`config.mk`:
```
export PLATFORM = sky130hd
export DESIGN_NAME = wb_stage_pipe_flat
export DESIGN_NICKNAME = d
export VERILOG_FILES = /design/src/rtl/wb_stage_pipe_if.sv /design/src/rtl/wb_stage_pipe.sv /design/src/flat_wrapper.sv
export SDC_FILE = /design/constraint.sdc
export NUM_CORES = 1
export LEC_CHECK = 0
export CAP_MARGIN = 20
export CORE_UTILIZATION = 42
export DETAILED_ROUTE_END_ITERATION = 16
export DONT_BUFFER_PORTS = 1
export SYNTH_ARGS = -nofsm -noshare
export SYNTH_HDL_FRONTEND = slang
export SYNTH_SLANG_ARGS = --single-unit
```
`constraint.sdc`:
```
create_clock -name clk -period 3.4 [get_ports clk]
set_input_delay 0.68 -clock clk [delete_from_list [all_inputs] [get_ports clk]]
set_output_delay 0.68 -clock clk [all_outputs]
set_load 0.005 [all_outputs]
```
`src/rtl/wb_stage_pipe_if.sv`:
```
// Handshake and datapath bundle between the MEM stage and the writeback stage,
// including the register-file write / forwarding outputs and the retire counter.
interface wb_stage_pipe_if #(
  parameter int XLEN  = 32,
  parameter int RF_AW = 5,
  parameter int CNT_W = 64
);
  localparam int AL_W = (XLEN == 64) ? 3 : 2;

  logic             in_valid;
  logic             in_ready;
  logic             flush;
  logic [XLEN-1:0]  pc4;
  logic [XLEN-1:0]  alu_result;
  logic [XLEN-1:0]  csr_rdata;
  logic [1:0]       mem_to_reg;
  logic             reg_write;
  logic [RF_AW-1:0] rd;
  logic [2:0]       load_funct3;
  logic [AL_W-1:0]  addr_lo;
  logic             mem_rvalid;
  logic [XLEN-1:0]  mem_rdata;
  logic             rf_we;
  logic [RF_AW-1:0] rf_waddr;
  logic [XLEN-1:0]  rf_wdata;
  logic             load_err;
  logic [CNT_W-1:0] instret;

  modport master (
    output in_valid, flush, pc4, alu_result, csr_rdata, mem_to_reg, reg_write, rd,
           load_funct3, addr_lo, mem_rvalid, mem_rdata,
    input  in_ready, rf_we, rf_waddr, rf_wdata, load_err, instret
  );

  modport slave (
    input  in_valid, flush, pc4, alu_result, csr_rdata, mem_to_reg, reg_write, rd,
           load_funct3, addr_lo, mem_rvalid, mem_rdata,
    output in_ready, rf_we, rf_waddr, rf_wdata, load_err, instret
  );
endinterface

```
`src/rtl/wb_stage_pipe.sv`:
```
// Writeback stage: selects the result source, formats load data, stalls for
// late memory responses, drives the register-file write / forwarding bus and instret.
module wb_stage_pipe #(
  parameter int XLEN  = 32,
  parameter int RF_AW = 5,
  parameter int CNT_W = 64
) (
  input  logic            clk,
  input  logic            rst_n,
  wb_stage_pipe_if.slave  bus
);
  localparam int AL_W = (XLEN == 64) ? 3 : 2;

  // state    | meaning
  // IDLE     | ready for a new instruction
  // WAIT_MEM | holding a load whose data has not yet arrived
  localparam logic [0:0] IDLE     = 1'b0;
  localparam logic [0:0] WAIT_MEM = 1'b1;

  localparam logic [1:0] SRC_PC4 = 2'd0;
  localparam logic [1:0] SRC_MEM = 2'd1;
  localparam logic [1:0] SRC_ALU = 2'd2;
  localparam logic [1:0] SRC_CSR = 2'd3;

  localparam logic [2:0] F3_LB  = 3'b000;
  localparam logic [2:0] F3_LH  = 3'b001;
  localparam logic [2:0] F3_LW  = 3'b010;
  localparam logic [2:0] F3_LD  = 3'b011;
  localparam logic [2:0] F3_LBU = 3'b100;
  localparam logic [2:0] F3_LHU = 3'b101;
  localparam logic [2:0] F3_LWU = 3'b110;

  logic [0:0]       state_q, state_d;
  logic [XLEN-1:0]  h_pc4_q, h_pc4_d;
  logic [XLEN-1:0]  h_alu_q, h_alu_d;
  logic [XLEN-1:0]  h_csr_q, h_csr_d;
  logic [1:0]       h_m2r_q, h_m2r_d;
  logic             h_rw_q, h_rw_d;
  logic [RF_AW-1:0] h_rd_q, h_rd_d;
  logic [2:0]       h_f3_q, h_f3_d;
  logic [AL_W-1:0]  h_alo_q, h_alo_d;

  logic             rf_we_q, rf_we_d;
  logic [RF_AW-1:0] rf_waddr_q, rf_waddr_d;
  logic [XLEN-1:0]  rf_wdata_q, rf_wdata_d;
  logic             load_err_q, load_err_d;
  logic [CNT_W-1:0] instret_q, instret_d;

  logic [XLEN-1:0]  s_pc4, s_alu, s_csr;
  logic [1:0]       s_m2r;
  logic             s_rw;
  logic [RF_AW-1:0] s_rd;
  logic [2:0]       s_f3;
  logic [AL_W-1:0]  s_alo;

  logic             in_ready, accept, mem_ok, commit, go_wait, err;
  logic [XLEN-1:0]  lane, ld_val, src_val;
  logic             ld_err;

  // The instruction being worked on: held copy while waiting, live inputs otherwise.
  always_comb begin
    if (state_q == WAIT_MEM) begin
      s_pc4 = h_pc4_q;
      s_alu = h_alu_q;
      s_csr = h_csr_q;
      s_m2r = h_m2r_q;
      s_rw  = h_rw_q;
      s_rd  = h_rd_q;
      s_f3  = h_f3_q;
      s_alo = h_alo_q;
    end else begin
      s_pc4 = bus.pc4;
      s_alu = bus.alu_result;
      s_csr = bus.csr_rdata;
      s_m2r = bus.mem_to_reg;
      s_rw  = bus.reg_write;
      s_rd  = bus.rd;
      s_f3  = bus.load_funct3;
      s_alo = bus.addr_lo;
    end
  end

  always_comb begin
    lane   = bus.mem_rdata >> {s_alo, 3'b000};
    ld_val = lane;
    ld_err = 1'b0;
    case (s_f3)
      F3_LB: begin
        ld_val      = {XLEN{lane[7]}};
        ld_val[7:0] = lane[7:0];
      end
      F3_LBU: begin
        ld_val      = '0;
        ld_val[7:0] = lane[7:0];
      end
      F3_LH: begin
        ld_val       = {XLEN{lane[15]}};
        ld_val[15:0] = lane[15:0];
        ld_err       = s_alo[0];
      end
      F3_LHU: begin
        ld_val       = '0;
        ld_val[15:0] = lane[15:0];
        ld_err       = s_alo[0];
      end
      F3_LW: begin
        ld_val       = {XLEN{lane[31]}};
        ld_val[31:0] = lane[31:0];
        ld_err       = |s_alo[1:0];
      end
      F3_LWU: begin
        ld_val       = '0;
        ld_val[31:0] = lane[31:0];
        ld_err       = (XLEN == 32) || (|s_alo[1:0]);
      end
      F3_LD: begin
        ld_val = lane;
        ld_err = (XLEN == 32) || (|s_alo);
      end
      default: ld_err = 1'b1;
    endcase
  end

  always_comb begin
    case (s_m2r)
      SRC_PC4: src_val = s_pc4;
      SRC_MEM: src_val = ld_val;
      SRC_ALU: src_val = s_alu;
      SRC_CSR: src_val = s_csr;
      default: src_val = s_alu;
    endcase
    err = (s_m2r == SRC_MEM) && ld_err;
  end

  // Flush overrides both the memory response and any commit.
  always_comb begin
    in_ready = (state_q == IDLE);
    accept   = bus.in_valid && in_ready;
    mem_ok   = (s_m2r != SRC_MEM) || bus.mem_rvalid;
    commit   = !bus.flush && (accept || (state_q == WAIT_MEM)) && mem_ok;
    go_wait  = !bus.flush && accept && !mem_ok;

    state_d = state_q;
    if (bus.flush)    state_d = IDLE;
    else if (go_wait) state_d = WAIT_MEM;
    else if (commit)  state_d = IDLE;

    h_pc4_d = h_pc4_q;
    h_alu_d = h_alu_q;
    h_csr_d = h_csr_q;
    h_m2r_d = h_m2r_q;
    h_rw_d  = h_rw_q;
    h_rd_d  = h_rd_q;
    h_f3_d  = h_f3_q;
    h_alo_d = h_alo_q;
    if (go_wait) begin
      h_pc4_d = bus.pc4;
      h_alu_d = bus.alu_result;
      h_csr_d = bus.csr_rdata;
      h_m2r_d = bus.mem_to_reg;
      h_rw_d  = bus.reg_write;
      h_rd_d  = bus.rd;
      h_f3_d  = bus.load_funct3;
      h_alo_d = bus.addr_lo;
    end

    rf_we_d    = commit && s_rw && (s_rd != '0) && !err;
    rf_waddr_d = commit ? s_rd : rf_waddr_q;
    rf_wdata_d = rf_wdata_q;
    if (commit) rf_wdata_d = (s_rd == '0) ? '0 : src_val;
    load_err_d = commit && err;
    instret_d  = instret_q + CNT_W'(commit && !err);
  end

  always_ff @(posedge clk or negedge rst_n) begin
    if (!rst_n) begin
      state_q    <= IDLE;
      h_pc4_q    <= '0;
      h_alu_q    <= '0;
      h_csr_q    <= '0;
      h_m2r_q    <= '0;
      h_rw_q     <= 1'b0;
      h_rd_q     <= '0;
      h_f3_q     <= '0;
      h_alo_q    <= '0;
      rf_we_q    <= 1'b0;
      rf_waddr_q <= '0;
      rf_wdata_q <= '0;
      load_err_q <= 1'b0;
      instret_q  <= '0;
    end else begin
      state_q    <= state_d;
      h_pc4_q    <= h_pc4_d;
      h_alu_q    <= h_alu_d;
      h_csr_q    <= h_csr_d;
      h_m2r_q    <= h_m2r_d;
      h_rw_q     <= h_rw_d;
      h_rd_q     <= h_rd_d;
      h_f3_q     <= h_f3_d;
      h_alo_q    <= h_alo_d;
      rf_we_q    <= rf_we_d;
      rf_waddr_q <= rf_waddr_d;
      rf_wdata_q <= rf_wdata_d;
      load_err_q <= load_err_d;
      instret_q  <= instret_d;
    end
  end

  assign bus.in_ready = in_ready;
  assign bus.rf_we    = rf_we_q;
  assign bus.rf_waddr = rf_waddr_q;
  assign bus.rf_wdata = rf_wdata_q;
  assign bus.load_err = load_err_q;
  assign bus.instret  = instret_q;
endmodule
```
`src/flat_wrapper.sv`:
```
// flat-port wrapper written by rule: the top's interface ports become plain ports
module wb_stage_pipe_flat 
#(
  parameter int XLEN  = 32,
  parameter int RF_AW = 5,
  parameter int CNT_W = 64
)
  (clk, rst_n, bus_in_valid, bus_flush, bus_pc4, bus_alu_result, bus_csr_rdata, bus_mem_to_reg, bus_reg_write, bus_rd, bus_load_funct3, bus_addr_lo, bus_mem_rvalid, bus_mem_rdata, bus_in_ready, bus_rf_we, bus_rf_waddr, bus_rf_wdata, bus_load_err, bus_instret);
  wb_stage_pipe_if #(.XLEN(XLEN), .RF_AW(RF_AW), .CNT_W(CNT_W)) bus_i ();
  input  logic clk;
  input  logic rst_n;
  input wire logic [$bits(bus_i.in_valid)-1:0] bus_in_valid;
  input wire logic [$bits(bus_i.flush)-1:0] bus_flush;
  input wire logic [$bits(bus_i.pc4)-1:0] bus_pc4;
  input wire logic [$bits(bus_i.alu_result)-1:0] bus_alu_result;
  input wire logic [$bits(bus_i.csr_rdata)-1:0] bus_csr_rdata;
  input wire logic [$bits(bus_i.mem_to_reg)-1:0] bus_mem_to_reg;
  input wire logic [$bits(bus_i.reg_write)-1:0] bus_reg_write;
  input wire logic [$bits(bus_i.rd)-1:0] bus_rd;
  input wire logic [$bits(bus_i.load_funct3)-1:0] bus_load_funct3;
  input wire logic [$bits(bus_i.addr_lo)-1:0] bus_addr_lo;
  input wire logic [$bits(bus_i.mem_rvalid)-1:0] bus_mem_rvalid;
  input wire logic [$bits(bus_i.mem_rdata)-1:0] bus_mem_rdata;
  output wire logic [$bits(bus_i.in_ready)-1:0] bus_in_ready;
  output wire logic [$bits(bus_i.rf_we)-1:0] bus_rf_we;
  output wire logic [$bits(bus_i.rf_waddr)-1:0] bus_rf_waddr;
  output wire logic [$bits(bus_i.rf_wdata)-1:0] bus_rf_wdata;
  output wire logic [$bits(bus_i.load_err)-1:0] bus_load_err;
  output wire logic [$bits(bus_i.instret)-1:0] bus_instret;
  assign bus_i.in_valid = bus_in_valid;
  assign bus_i.flush = bus_flush;
  assign bus_i.pc4 = bus_pc4;
  assign bus_i.alu_result = bus_alu_result;
  assign bus_i.csr_rdata = bus_csr_rdata;
  assign bus_i.mem_to_reg = bus_mem_to_reg;
  assign bus_i.reg_write = bus_reg_write;
  assign bus_i.rd = bus_rd;
  assign bus_i.load_funct3 = bus_load_funct3;
  assign bus_i.addr_lo = bus_addr_lo;
  assign bus_i.mem_rvalid = bus_mem_rvalid;
  assign bus_i.mem_rdata = bus_mem_rdata;
  assign bus_in_ready = bus_i.in_ready;
  assign bus_rf_we = bus_i.rf_we;
  assign bus_rf_waddr = bus_i.rf_waddr;
  assign bus_rf_wdata = bus_i.rf_wdata;
  assign bus_load_err = bus_i.load_err;
  assign bus_instret = bus_i.instret;
  wb_stage_pipe #(.XLEN(XLEN), .RF_AW(RF_AW), .CNT_W(CNT_W)) u_core (.clk(clk), .rst_n(rst_n), .bus(bus_i));
endmodule
```
# Word-level counts from Yosys, hierarchy flattened
# Cells that the tools add are included.
[word_totals]
inputBits = 146
out_inout_bits = 104
ff_bits = 213
[classes]
n_addsub = 1
eq_ne = 8
n_reduce_logical = 24
mux = 15
bitwise = 1
n_shift = 1
[ops]
columns = ["operator", "count"]
rows = [
  ["$pmux 32 s4", 2],
  ["$mux 32", 4],
  ["$add 64x1->64", 1],
  ["$shr 32x5->32", 1],
  ["$logic_and 1x1->1", 11],
  ["$eq 3x3->1 const B", 2],
  ["$reduce_or 2->1", 3],
  ["$logic_not 5->1", 1],
  ["$mux 5", 1],
  ["$reduce_bool 5->1", 1],
  ["$eq 2x2->1 const B", 2],
  ["$mux 1", 4],
  ["$mux 2", 2],
  ["$eq 3x1->1 const B", 1],
  ["$eq 3x2->1 const B", 1],
  ["$logic_not 1->1", 3],
  ["$logic_not 3->1", 1],
  ["$mux 3", 1],
  ["$pmux 1 s3", 1],
  ["$reduce_bool 3->1", 1],
  ["$eq 2x1->1 const B", 1],
  ["$logic_not 2->1", 1],
  ["$logic_or 1x1->1", 2],
  ["$ne 2x1->1 const B", 1],
  ["$not 1->1", 1],
]

# Depth between registers and ports, before layout
# Gate-level depths: netlist of the first run.
[depth]
ltp_word = 8
mapped_depth = 14

# Worst setup path after synthesis of the first run
# OpenSTA, ideal clock, no wires.
[synth_path]
kind = "input to register"
start = "in bus_mem_to_reg[1]"
end = "reg u_core.instret_q[60], in the netlist u_core.bus.instret[60]"
path_slack_ns = 0.017
path_buffers = 3
arrival_ns = 3.304
cell_stages = 13
required_ns = 3.321
path_cell_list = "buf_2 nor4b_1 or4_1 clkbuf_1 clkbuf_1 nor2_1 ha_1 ha_1 nand2_1 nor4_1 nand4_1 nor4_1 xor2_1"
[synth_via]
elab_chain_len = 6
elab_cells_between_ends = 9
[synth_rtl]
columns = ["element", "line", "source"]
rows = [
  ["start, declared", "flat_wrapper.sv:17", "input wire logic [$bits(bus_i.mem_to_reg)-1:0] bus_mem_to_reg;"],
  ["$mux 2 *", "wb_stage_pipe.sv:62", "if (state_q == WAIT_MEM) begin"],
  ["$ne 2x1->1 or $eq 2x1->1 (tied branches)", "wb_stage_pipe.sv:139, wb_stage_pipe.sv:132", ""],
  ["$logic_or 1x1->1 or $logic_and 1x1->1 (tied branches)", "wb_stage_pipe.sv:139, wb_stage_pipe.sv:132", ""],
  ["$logic_and 1x1->1 or $logic_not 1->1 (tied branches)", "wb_stage_pipe.sv:140, wb_stage_pipe.sv:172", ""],
  ["$logic_and 1x1->1 *", "wb_stage_pipe.sv:172", "instret_d = instret_q + CNT_W'(commit && !err);"],
  ["$add 64x1->64 *", "wb_stage_pipe.sv:172", ""],
  ["via u_core.instret_d[60]", "wb_stage_pipe.sv:47", "logic [CNT_W-1:0] instret_q, instret_d;"],
  ["end signal, assigned", "wb_stage_pipe.sv:205", "instret_q <= instret_d;"],
  ["end, declared", "wb_stage_pipe.sv:47", ""],
]
# The timed path passes the listed nets; every way through them passes the cells marked *.
# A chain may end at the register's enable or synchronous reset.

# Worst setup path after layout of the first run
[layout_path]
start = "reg u_core.state_q"
end = "reg u_core.instret_q[61], in the netlist u_core.bus.instret[61]"
[layout_via]
elab_chain_len = 8
elab_cells_between_ends = 24
[layout_rtl]
columns = ["element", "line", "source"]
rows = [
  ["start, declared", "wb_stage_pipe.sv:33", "logic [0:0] state_q, state_d;"],
  ["start signal, assigned", "wb_stage_pipe.sv:192", "state_q <= state_d;"],
  ["$mux 3", "wb_stage_pipe.sv:62", ""],
  ["$eq 3x1->1 (tied with other cells)", "wb_stage_pipe.sv:87", "case (s_f3)"],
  ["$reduce_or 2->1 (no line)", "n/a", ""],
  ["$pmux 1 s3", "wb_stage_pipe.sv:87", ""],
  ["$logic_and 1x1->1", "wb_stage_pipe.sv:132", "err = (s_m2r == SRC_MEM) && ld_err;"],
  ["$logic_not 1->1", "wb_stage_pipe.sv:172", ""],
  ["$logic_and 1x1->1 *", "wb_stage_pipe.sv:172", ""],
  ["$add 64x1->64 *", "wb_stage_pipe.sv:172", ""],
  ["via u_core.instret_d[61]", "wb_stage_pipe.sv:47", ""],
]
# Marks and branches as above.

==> results of run 1 <==
timing repair:
item	in CTS	in global routing
resized for setup	0	2
setup endpoints to repair	0	7
endpoints found under the hold margin	213	213
power by group through the flow:
stage | Combinational, mW | Sequential, mW | Clock, mW
5_1_grt | 0.815 | 3.34 | 2.83
3_3_place_gp | 0.713 | 3.30 | 0
2_1_floorplan | 0.596 | 3.21 | 0
3_5_place_dp | 0.739 | 3.32 | 0
4_1_cts | 0.740 | 3.28 | 2.73
6_report | 0.735 | 3.27 | 2.67
cells in the mapped netlist (3+ instances only):
cell       instances
o22ai_1            4
inv_1              5
a22o_1             7
a2bb2oi_1          8
and2_1             5
nor3_1            12
buf_2             29
a211oi_1           9
xnor2_1           35
o221ai_1           4
nor2b_1           13
nor3b_1            3
o21ai_0           29
a221oi_1          16
nand4_1           20
nand2_1           58
a32o_1            14
nor4_1            10
dfrtp_1          213
a21oi_1            9
o31ai_1           16
buf_6              3
and3_1            12
nor4b_1            3
o21ai_1            7
mux2i_1           99
a211o_1            7
mux2_2             9
a2111oi_0          4
and4_1             9
a32oi_1            8
mux2_1           114
or4_1              3
clkbuf_1          22
nand3_1           41
xor2_1            27
a22oi_1            7
nor2_1            32
cell families after synthesis:
family | Yosys count | synth area share, %
AND/OR/NAND/NOR | 231 | 11.03
multiplexers | 227 | 22.31
flip-flops | 213 | 48.25
AO/OA/AOI/OAI | 156 | 10.52
buffers and inverters | 63 | 2.741
XOR/XNOR | 62 | 4.916
adder cells (fa/ha/maj) | 2 | 0.2265
per-layer routing:
metal  GRT usage [%]  vias up  wire, um
met5               0        -        13
li1                -     3591         -
met4           6.608        2       733
met3           9.444       49      3704
met1           29.44     3893     12670
met2           36.27      316     14290
path summary, 6_finish.rpt:
check | start | endpoint | slack, ps
max | u_core.state_q | u_core.bus.instret[61] | 230
min | rst_n | u_core.bus.rf_waddr[1] | -150
max reg2reg | u_core.state_q | u_core.bus.instret[61] | 230
min reg2reg | u_core.h_csr_q[16] | u_core.h_csr_q[16] | 490
max in group asynchronous | rst_n | u_core.h_csr_q[1] | 3190
min in group clk | bus_mem_rvalid | u_core.state_q | 220
state kept, by name (all words and copies together) (netlist names), 2 cells and up:
register             cells
u_core.bus.instret      64
u_core.bus.rf_wdata     32
u_core.h_alu_q          32
u_core.h_csr_q          32
u_core.h_pc4_q          32
u_core.bus.rf_waddr      5
u_core.h_rd_q            5
u_core.h_f3_q            3
u_core.h_alo_q           2
u_core.h_m2r_q           2
layout make-up:
cell class / count / area share, %
Tap cell: 330 / 3.360
Clock buffer: 36 / 6.078
Multi-Input combinational cell: 678 / 44.27
Timing Repair Buffer: 32 / 2.057
Clock inverter: 8 / 0.6007
Antenna cell: 4 / 0.08145
Inverter: 5 / 0.1527
Sequential cell: 213 / 43.40
worst max-delay path, stage by stage (launching register included):
cell and delay (ps):
dfrtp_4 520, mux2_2 390, nor4_1 370, nor3_1 140
nor2_2 250, ha_1 230, buf_4 130, nand2_1 60
nor2b_1 190, nand4_1 130, buf_4 230, nor4_1 290
xor2_1 170
==> summary.txt, run 1 <==
Outcome
  • Status: finished with violations
  • Failing checks: hold timing

Layout
  • Commonest cells after routing, fill and taps aside: dfrtp_1, mux2_1, mux2i_1
  • Fill cells: 2307
  • Fin cells: 1306
  • Commonest non-fill, non-tap cell in the layout: dfrtp_1
  • Multi-input logic area: 0.005440 sq mm
  • Post-route cell area: between 0.01 and 0.015 sq mm
  • Core Util, Final: between 40% and 50%
  • Layout cells sized above 1: about 9.8%
  • Reg area: 0.005334 sq mm
  • Syn-to-layout area delta: 11.25%
  • Nets: about 1100

Timing
  • Final period utilization: 93.36%
  • Max Freq: roughly 0.32 GHz
  • Max Slew Vio Count: 0
  • Setup total negative slack: 0 ps
  • Fin worst setup slack: 225.8 ps
  • Final setup fails: 0
  • Min Tclk post-route: 3174 ps
  • Clock skew: 7.905 ps
  • Final Hold Fails: 213
  • Unrepaired setup endpoints after global routing: no
  • Hold_ws: -147.6 ps
  • Rel. slew slack: 49.35%
  • Least-Margin Pin Slew: around 760 ps

Power and ir drop
  • Power Density: 543.4 mW/mm^2
  • VDD IR-drop max: 376.7 uV
  • Fraction of power spent switching nets: 25.73%
  • Gate power share: 11.0%
  • Pint: 4.960 mW
  • Leakage: 5.202 nW
  • Sw Pwr: approximately 1.7 mW
  • Clock power frac: 40.0%
  • Sequential share of power: between 40% and 50%
  • Final Power: 6.679 mW

Detailed routing
  • Vias: roughly 7900
  • Routed len/inst: 24.05 um
  • Post-DR vias/cell: about 6.0
  • DRC violations left: 0
  • Routed wire length: 31410 um
  • Initial drt markers: between 500 and 600
  • Routed Antenna Nets: 0
  • Initial DRT Pass Iterations: 5

Floorplanning
  • DIE AREA: 0.02696 sq mm
  • # IOs: 250
  • Core Area: 0.02547 sq mm
  • Die X: 164.2 um
  • Die H: 164.2 um
  • Rows: 58
  • Initial core utilization: 43.37%

Synthesis
  • Syn_area_per_cell: 11.58 sq um
  • Post-synth top area cell: dfrtp_1
  • Synthesized area: 0.01105 sq mm
  • Syn nets: 1102
  • Synth unique cells: a little under 60
  • Synth warn: 0
  • Ys flop type: dfrtp_1
  • EDFF count, synth: 0
  • Largest cells by area after synthesis: dfrtp_1, mux2_1, mux2i_1
  • Seq cells post-synth: around 210
  • Mapped Cells: around 950
  • Async SR Flop Fraction: 100.0%
  • Register area share after synthesis: 48.25%
  • Top cell type's share of synthesized area: 48.25%

Setup path
  • Critical Path End Type: flop
  • Reg2reg path depth: 12
  • CP arrival: around 3600 ps
  • Startpoint types: flop
  • WP data required: 3840 ps
  • CP max FO: 11
  • Kind of critical path: flop to flop

Clock tree
  • Postcts setup bufs: 0
  • Root buf cell: clkbuf_16
  • CTS buffer count: 25
  • Clock latency on the worst-skew pair: 520 ps
  • Clock slew at reported path FFs: 60 ps
  • Max Buffers Root-to-Sink: 3
  • CTS sink count: 213
  • H-tree Lvls: 1
  • CTS tree: yes

Placed design
  • HPWL Detailed: 22210 um
  • DP Cell Count: 1258
  • Port buffer count: 0
  • Placed standard-cell area: 0.01145 sq mm
  • DP Worst Slack: about 110 ps
  • Routability Congestion: 0.8496

Global route
  • First-pass GRT wire length: 47750 um
  • Largest net degree at the start of global routing: about 210
  • GRT Total Usage: 23.23%
  • Vias in the first global route: about 7900
  • Grt total ovfl: 0
  • Initial antenna violation count: 3

Run
  • Max-cap violations: 0

Min path
  • Hold crit path type: primary input to async pin
Power figures use the tool's default switching activity.
==> run 2: changes to the inputs <==
CAP_MARGIN = 30   (was 20)
CORE_ASPECT_RATIO = 1.5   (was default)
RECOVER_POWER = 50   (was default)
==> summary.txt, run 2 (same netlist as run 1, synthesis figures left out) <==
Setup path
  • Slowest Stage Delay on Critical Path: 650 ps (+130 ps)
  • Startpoint types: flop
  • Crit-path leading delay family: simple AND/OR/NAND/NOR gates
  • Critical Path End Type: flop
  • Reg2reg path depth: 12 (unchanged)
  • Critical Path Stages: 12 (unchanged)
  • CP max FO: 9 (-2)
  • Kind of critical path: flop to flop
  • Top cell by count, worst path: nor4_1
  • Crit-path cells: clkbuf_4 -> nor4bb_1 -> or4_2 -> nor2_2 -> ha_2 -> ha_1 -> nand2_1 -> nor4_1 -> nand4_1 -> buf_4 -> nor4_1 -> xor2_1
  • CP arrival: 3630 ps (about the same)
  • Critical path buffer and inverter count: 2 (unchanged)
  • WP data required: 3830 ps (about the same)
  • Slowest CP cell: or4_2

Power and ir drop
  • VDD IR-drop max: 562.0 uV (+49%)
  • Leakage: 5.218 nW (+0.32%)
  • Power Density: 545.6 mW/mm^2 (+0.40%)
  • Final Power: 6.722 mW (+0.64%)

Clock tree
  • CTS sink count: 213 (unchanged)
  • Clock slew at reported path FFs: 60 ps (about the same)
  • Root buf cell: clkbuf_16
  • CTS buffer count: 23 (-8.0%)
  • CTS tree: yes
  • Clock latency on the worst-skew pair: 510 ps (about the same)
  • H-tree Lvls: 1 (unchanged)
  • Max Buffers Root-to-Sink: 3 (unchanged)

Global route
  • Largest net degree at the start of global routing: 214 (unchanged)
  • Vias in the first global route: 8246 (+4.8%)
  • Grt total ovfl: 0 (unchanged)
  • GRT Total Usage: 23.42% (+0.19 points)
  • Initial antenna violation count: 1 (-2)
  • First-pass GRT wire length: 48370 um (+1.3%)

Min path
  • Hold crit path type: primary input to async pin

Floorplanning
  • Rows: 72 (+24%)
  • DIE AREA: 0.02697 sq mm (about the same)
  • # IOs: 250 (unchanged)
  • Die H: 200.6 um (+22%)
  • Core Area: 0.02585 sq mm (+1.5%)
  • Initial core utilization: 42.73% (-0.64 points)
  • Die X: 134.4 um (-18%)

Run
  • Max-cap violations: 0 (unchanged)

Placed design
  • HPWL Detailed: 22930 um (+3.2%)
  • Routability Congestion: 0.8850 (+4.2%)
  • DP Worst Slack: 162.2 ps (+48.13 ps)
  • Port buffer count: 0 (unchanged)

Detailed routing
  • Post-DR vias/cell: 6.006 (about the same)
  • DRC violations left: 0 (unchanged)
  • Initial drt markers: 437 (-15%)
  • Routed len/inst: 24.11 um (+0.24%)
  • Initial DRT Pass Iterations: 5 (unchanged)
  • Vias: 7844 (-0.089%)
  • Routed wire length: 31490 um (+0.24%)
  • Routed Antenna Nets: 0 (unchanged)

Timing
  • Least-Margin Pin Slew: 872.4 ps (+115.5 ps)
  • Rel. slew slack: 41.84% (-7.5 points)
  • Final period utilization: 94.03% (+0.67 points)
  • Fin worst setup slack: 202.9 ps (-22.86 ps)
  • Final setup fails: 0 (unchanged)
  • Max Freq: 0.3128 GHz (-0.72%)
  • Final Hold Fails: 199 (-6.6%)
  • Min Tclk post-route: 3197 ps (+22.86 ps)
  • Hold_ws: -135.1 ps (+12.53 ps)
  • Max Slew Vio Count: 0 (unchanged)
  • Clock skew: 11.82 ps (+3.914 ps)

Layout
  • Commonest cells after routing, fill and taps aside: dfrtp_1, mux2_1, mux2i_1
  • Layout cells sized above 1: 10.20% (+0.42 points)
  • Nets: 1104 (+0.091%)
  • Commonest non-fill, non-tap cell in the layout: dfrtp_1
  • Core Util, Final: 47.65% (-0.60 points)
  • Syn-to-layout area delta: 11.52%
  • Max reg flops: 64 (unchanged)

Outcome
  • Status: finished with violations
  • Failing checks: hold timing
run 2: changes by cell type in the layout (fill, tap and decap cells not counted), sizes merged:
cell,delta
clkinvlp,-1
clkbuf,-9
diode,-2
buf,+2
clkinv,+3
bufinv,+4
run 2: stage by stage:
stage / TNS (ps) / cells / area, sq um / hold slack, ps
final: 0 / 1306 / 12320 / -135.1
after global routing: -0.1803 / 1306 / 12320 / -168.9
after CTS: 0 / 1301 / 12270 / -156.2
after detailed placement: 0 / 1261 / 11460 / 389.2
after global placement: 0 / 1261 / 11460 / 388.5
after floorplan: 0 / 954 / 11050 / 384.4
run 2: final cells by class:
type,count,area (sq um)
fill,2421,13540
antenna,2,5.005
clock buffer,26,606.8
clock inverter,14,201.4
multi-input combinational,678,5449
tap,333,416.7
inverter,5,18.77
sequential,213,5334
timing repair buffer,35,287.8
run 2: routing by layer:
layer / wire [um] / global-route usage [%] / part of all wire, %
met1: 11470 / 25.87 / 36
met2: 15810 / 40.53 / 50
met3: 2980 / 8.182 / 9.5
met4: 1222 / 9.591 / 3.9
met5: 0 / 0 / 0
run 2: timing repair:
action,CTS,global route
buffers inserted,0,3
setup endpoints to repair,0,21
endpoints found under the hold margin,213,213
gates resized for setup,0,5
run 2: worst paths after layout:
path / end / startpoint / slack (ps)
worst max register to register: u_core.bus.instret[60] / u_core.state_q / 200
min in group clk: u_core.state_q / bus_mem_rvalid / 240
worst min register to register: u_core.h_pc4_q[31] / u_core.h_pc4_q[31] / 490
worst max-delay path: u_core.bus.instret[60] / u_core.state_q / 200
max in group asynchronous: u_core.bus.rf_wdata[31] / rst_n / 3020
worst min-delay path: u_core.h_alu_q[4] / rst_n / -140
run 2: power breakdown:
part | switching (mW) | total (mW) | internal, mW
Combinational | 0.343 | 0.741 | 0.398
Clock | 1.05 | 2.71 | 1.66
Sequential | 0.302 | 3.27 | 2.97
==> run 3: changes to the inputs <==
CAP_MARGIN = 20   (was 30)
SLEW_MARGIN = 20   (was default)
clock period = 2.7 ns   (was 3.4 ns; I/O delays follow)
==> summary.txt, run 3 (same netlist as run 1, synthesis figures left out) <==
Outcome
  • Status: finished with violations
  • Failing checks: hold timing, setup timing

Global route
  • First-pass GRT wire length: 49910 um (+3.2%)
  • Initial antenna violation count: 1 (unchanged)
  • Largest net degree at the start of global routing: 214 (unchanged)
  • GRT Total Usage: 24.10% (+0.69 points)
  • Grt total ovfl: 0 (unchanged)
  • Vias in the first global route: 8604 (+4.3%)

Setup path
  • CP max FO: 6 (-3)
  • Startpoint types: flop
  • Critical Path End Type: flop
  • CP arrival: 3160 ps (-470 ps)
  • Kind of critical path: flop to flop
  • WP data required: 3090 ps (-740 ps)

Placed design
  • Port buffer count: 0 (unchanged)
  • Placed standard-cell area: 0.01188 sq mm (+3.6%)
  • HPWL Detailed: 23530 um (+2.6%)
  • Routability Congestion: 0.8978 (+1.4%)
  • DP Worst Slack: -302.4 ps (-464.6 ps)

Run
  • Max-cap violations: 0 (unchanged)

Floorplanning
  • Core Area: 0.02585 sq mm (unchanged)
  • Initial core utilization: 42.73% (unchanged)
  • Die H: 200.6 um (unchanged)
  • DIE AREA: 0.02697 sq mm (unchanged)
  • # IOs: 250 (unchanged)
  • Die X: 134.4 um (unchanged)
  • Rows: 72 (unchanged)

Timing
  • Hold_ws: -262.3 ps (-127.2 ps)
  • Clock skew: 20.35 ps (+8.528 ps)
  • Unrepaired setup endpoints after global routing: yes
  • Fin worst setup slack: -65.36 ps (-268.3 ps)
  • Final Hold Fails: 213 (+7.0%)
  • Final setup fails: 10 (+10)
  • Final period utilization: 102.4% (+8.4 points)
  • Rel. slew slack: 54.91% (+13 points)
  • Max Freq: 0.3616 GHz (+16%)
  • Least-Margin Pin Slew: 673.4 ps (-199.0 ps)
  • Min Tclk post-route: 2765 ps (-431.7 ps)
  • Max Slew Vio Count: 0 (unchanged)

Layout
  • Max reg flops: 64 (unchanged)
  • Syn-to-layout area delta: 18.59%
  • Commonest non-fill, non-tap cell in the layout: dfrtp_1
  • Commonest cells after routing, fill and taps aside: dfrtp_1, mux2_1, mux2i_1
  • Antenna diodes: 0 (-2)
  • Post-route cell area: 0.01310 sq mm (+6.3%)
  • Layout cells sized above 1: 19.37% (+9.2 points)
  • Core Util, Final: 50.67% (+3.0 points)
  • Nets: 1153 (+4.4%)

Clock tree
  • Clock latency on the worst-skew pair: 520 ps (about the same)
  • Clock slew at reported path FFs: 60 ps (about the same)
  • CTS tree: yes
  • Root buf cell: clkbuf_16
  • Max Buffers Root-to-Sink: 3 (unchanged)
  • H-tree Lvls: 1 (unchanged)
  • CTS buffer count: 23 (unchanged)
  • CTS sink count: 213 (unchanged)

Min path
  • Hold crit path type: primary input to async pin

Detailed routing
  • Initial DRT Pass Iterations: 4 (-1)
  • Routed Antenna Nets: 0 (unchanged)
  • Initial drt markers: 375 (-14%)
  • Routed wire length: 32340 um (+2.7%)
  • Routed len/inst: 23.86 um (-1.0%)
  • Vias: 8046 (+2.6%)
  • DRC violations left: 0 (unchanged)
  • Post-DR vias/cell: 5.938 (-1.1%)

Power and ir drop
  • Leakage: 5.642 nW (+8.1%)
  • Power Density: 653.6 mW/mm^2 (+20%)
  • VDD IR-drop max: 629.7 uV (+12%)
  • Final Power: 8.562 mW (+27%)
run 3: changes by cell type in the layout (fill, tap and decap cells not counted), sizes merged, moves of 2 or more:
cell    delta
clkbuf     +2
diode      -2
buf       +50
inv        +2
run 3: layer usage:
layer | vias to the layer above | track usage [%] | part of all wire (%)
met5 | - | 0 | 0.053
met4 | 2 | 7.986 | 3.2
met3 | 59 | 7.702 | 9.1
met2 | 290 | 43.54 | 52
met1 | 4021 | 26.25 | 35
li1 | 3674 | - | -
run 3: final cells by class:
cell class	instances	area [sq um]
inverters	5	18.77
fillers	2340	12750
repair buffers	84	726.9
well taps	333	416.7
clock inverters	13	176.4
clock buffers	29	628.1
flip-flops and latches	213	5334
multi-input cells	678	5799
run 3: power by group:
| part | switching (mW) | total, mW | internal [mW] |
|---|---|---|---|
| Sequential | 0.392 | 4.13 | 3.74 |
| Combinational | 0.469 | 1.05 | 0.577 |
| Clock | 1.35 | 3.39 | 2.04 |
| Total | 2.21 | 8.56 | 6.35 |
run 3: stage by stage:
step | TNS, ps | std cells
after floorplan | -2882 | 954
after global placement | -5672 | 1299
after detailed placement | -8565 | 1299
after CTS | -76.70 | 1350
after global routing | -3554 | 1355
final | -198.1 | 1355
run 3: path summary, 6_finish.rpt:
kind	startpoint	end	slack, ps	depth (start not counted)
worst min register to register	u_core.h_csr_q[19]	u_core.h_csr_q[19]	490	1
worst max register to register	u_core.state_q	u_core.bus.instret[32]	-70	13
worst min-delay path	rst_n	u_core.h_alu_q[7]	-260	0
min in group clk	bus_flush	u_core.state_q	90	1
worst max-delay path	u_core.state_q	u_core.bus.instret[32]	-70	13
max in group asynchronous	rst_n	u_core.bus.rf_wdata[17]	2630	0
run 3: timing repair:
item / 4_1_cts / 5_1_grt
setup buffers: 9 / 5
endpoints found under the hold margin: 213 / 213
resized for setup: 23 / 49
setup endpoints to repair: 73 / 66
pin swaps: 10 / 9
run 3: worst max-delay path, stage by stage, from the launching register on:
cell	delay [ps]
dfrtp_4	520
buf_6	140
mux2_4	310
nor4_4	260
nor3_2	100
nor2_4	140
ha_4	180
ha_4	140
nand2_4	60
nor2_1	100
buf_4	150
and4_4	270
nand4_1	120
xnor2_1	140
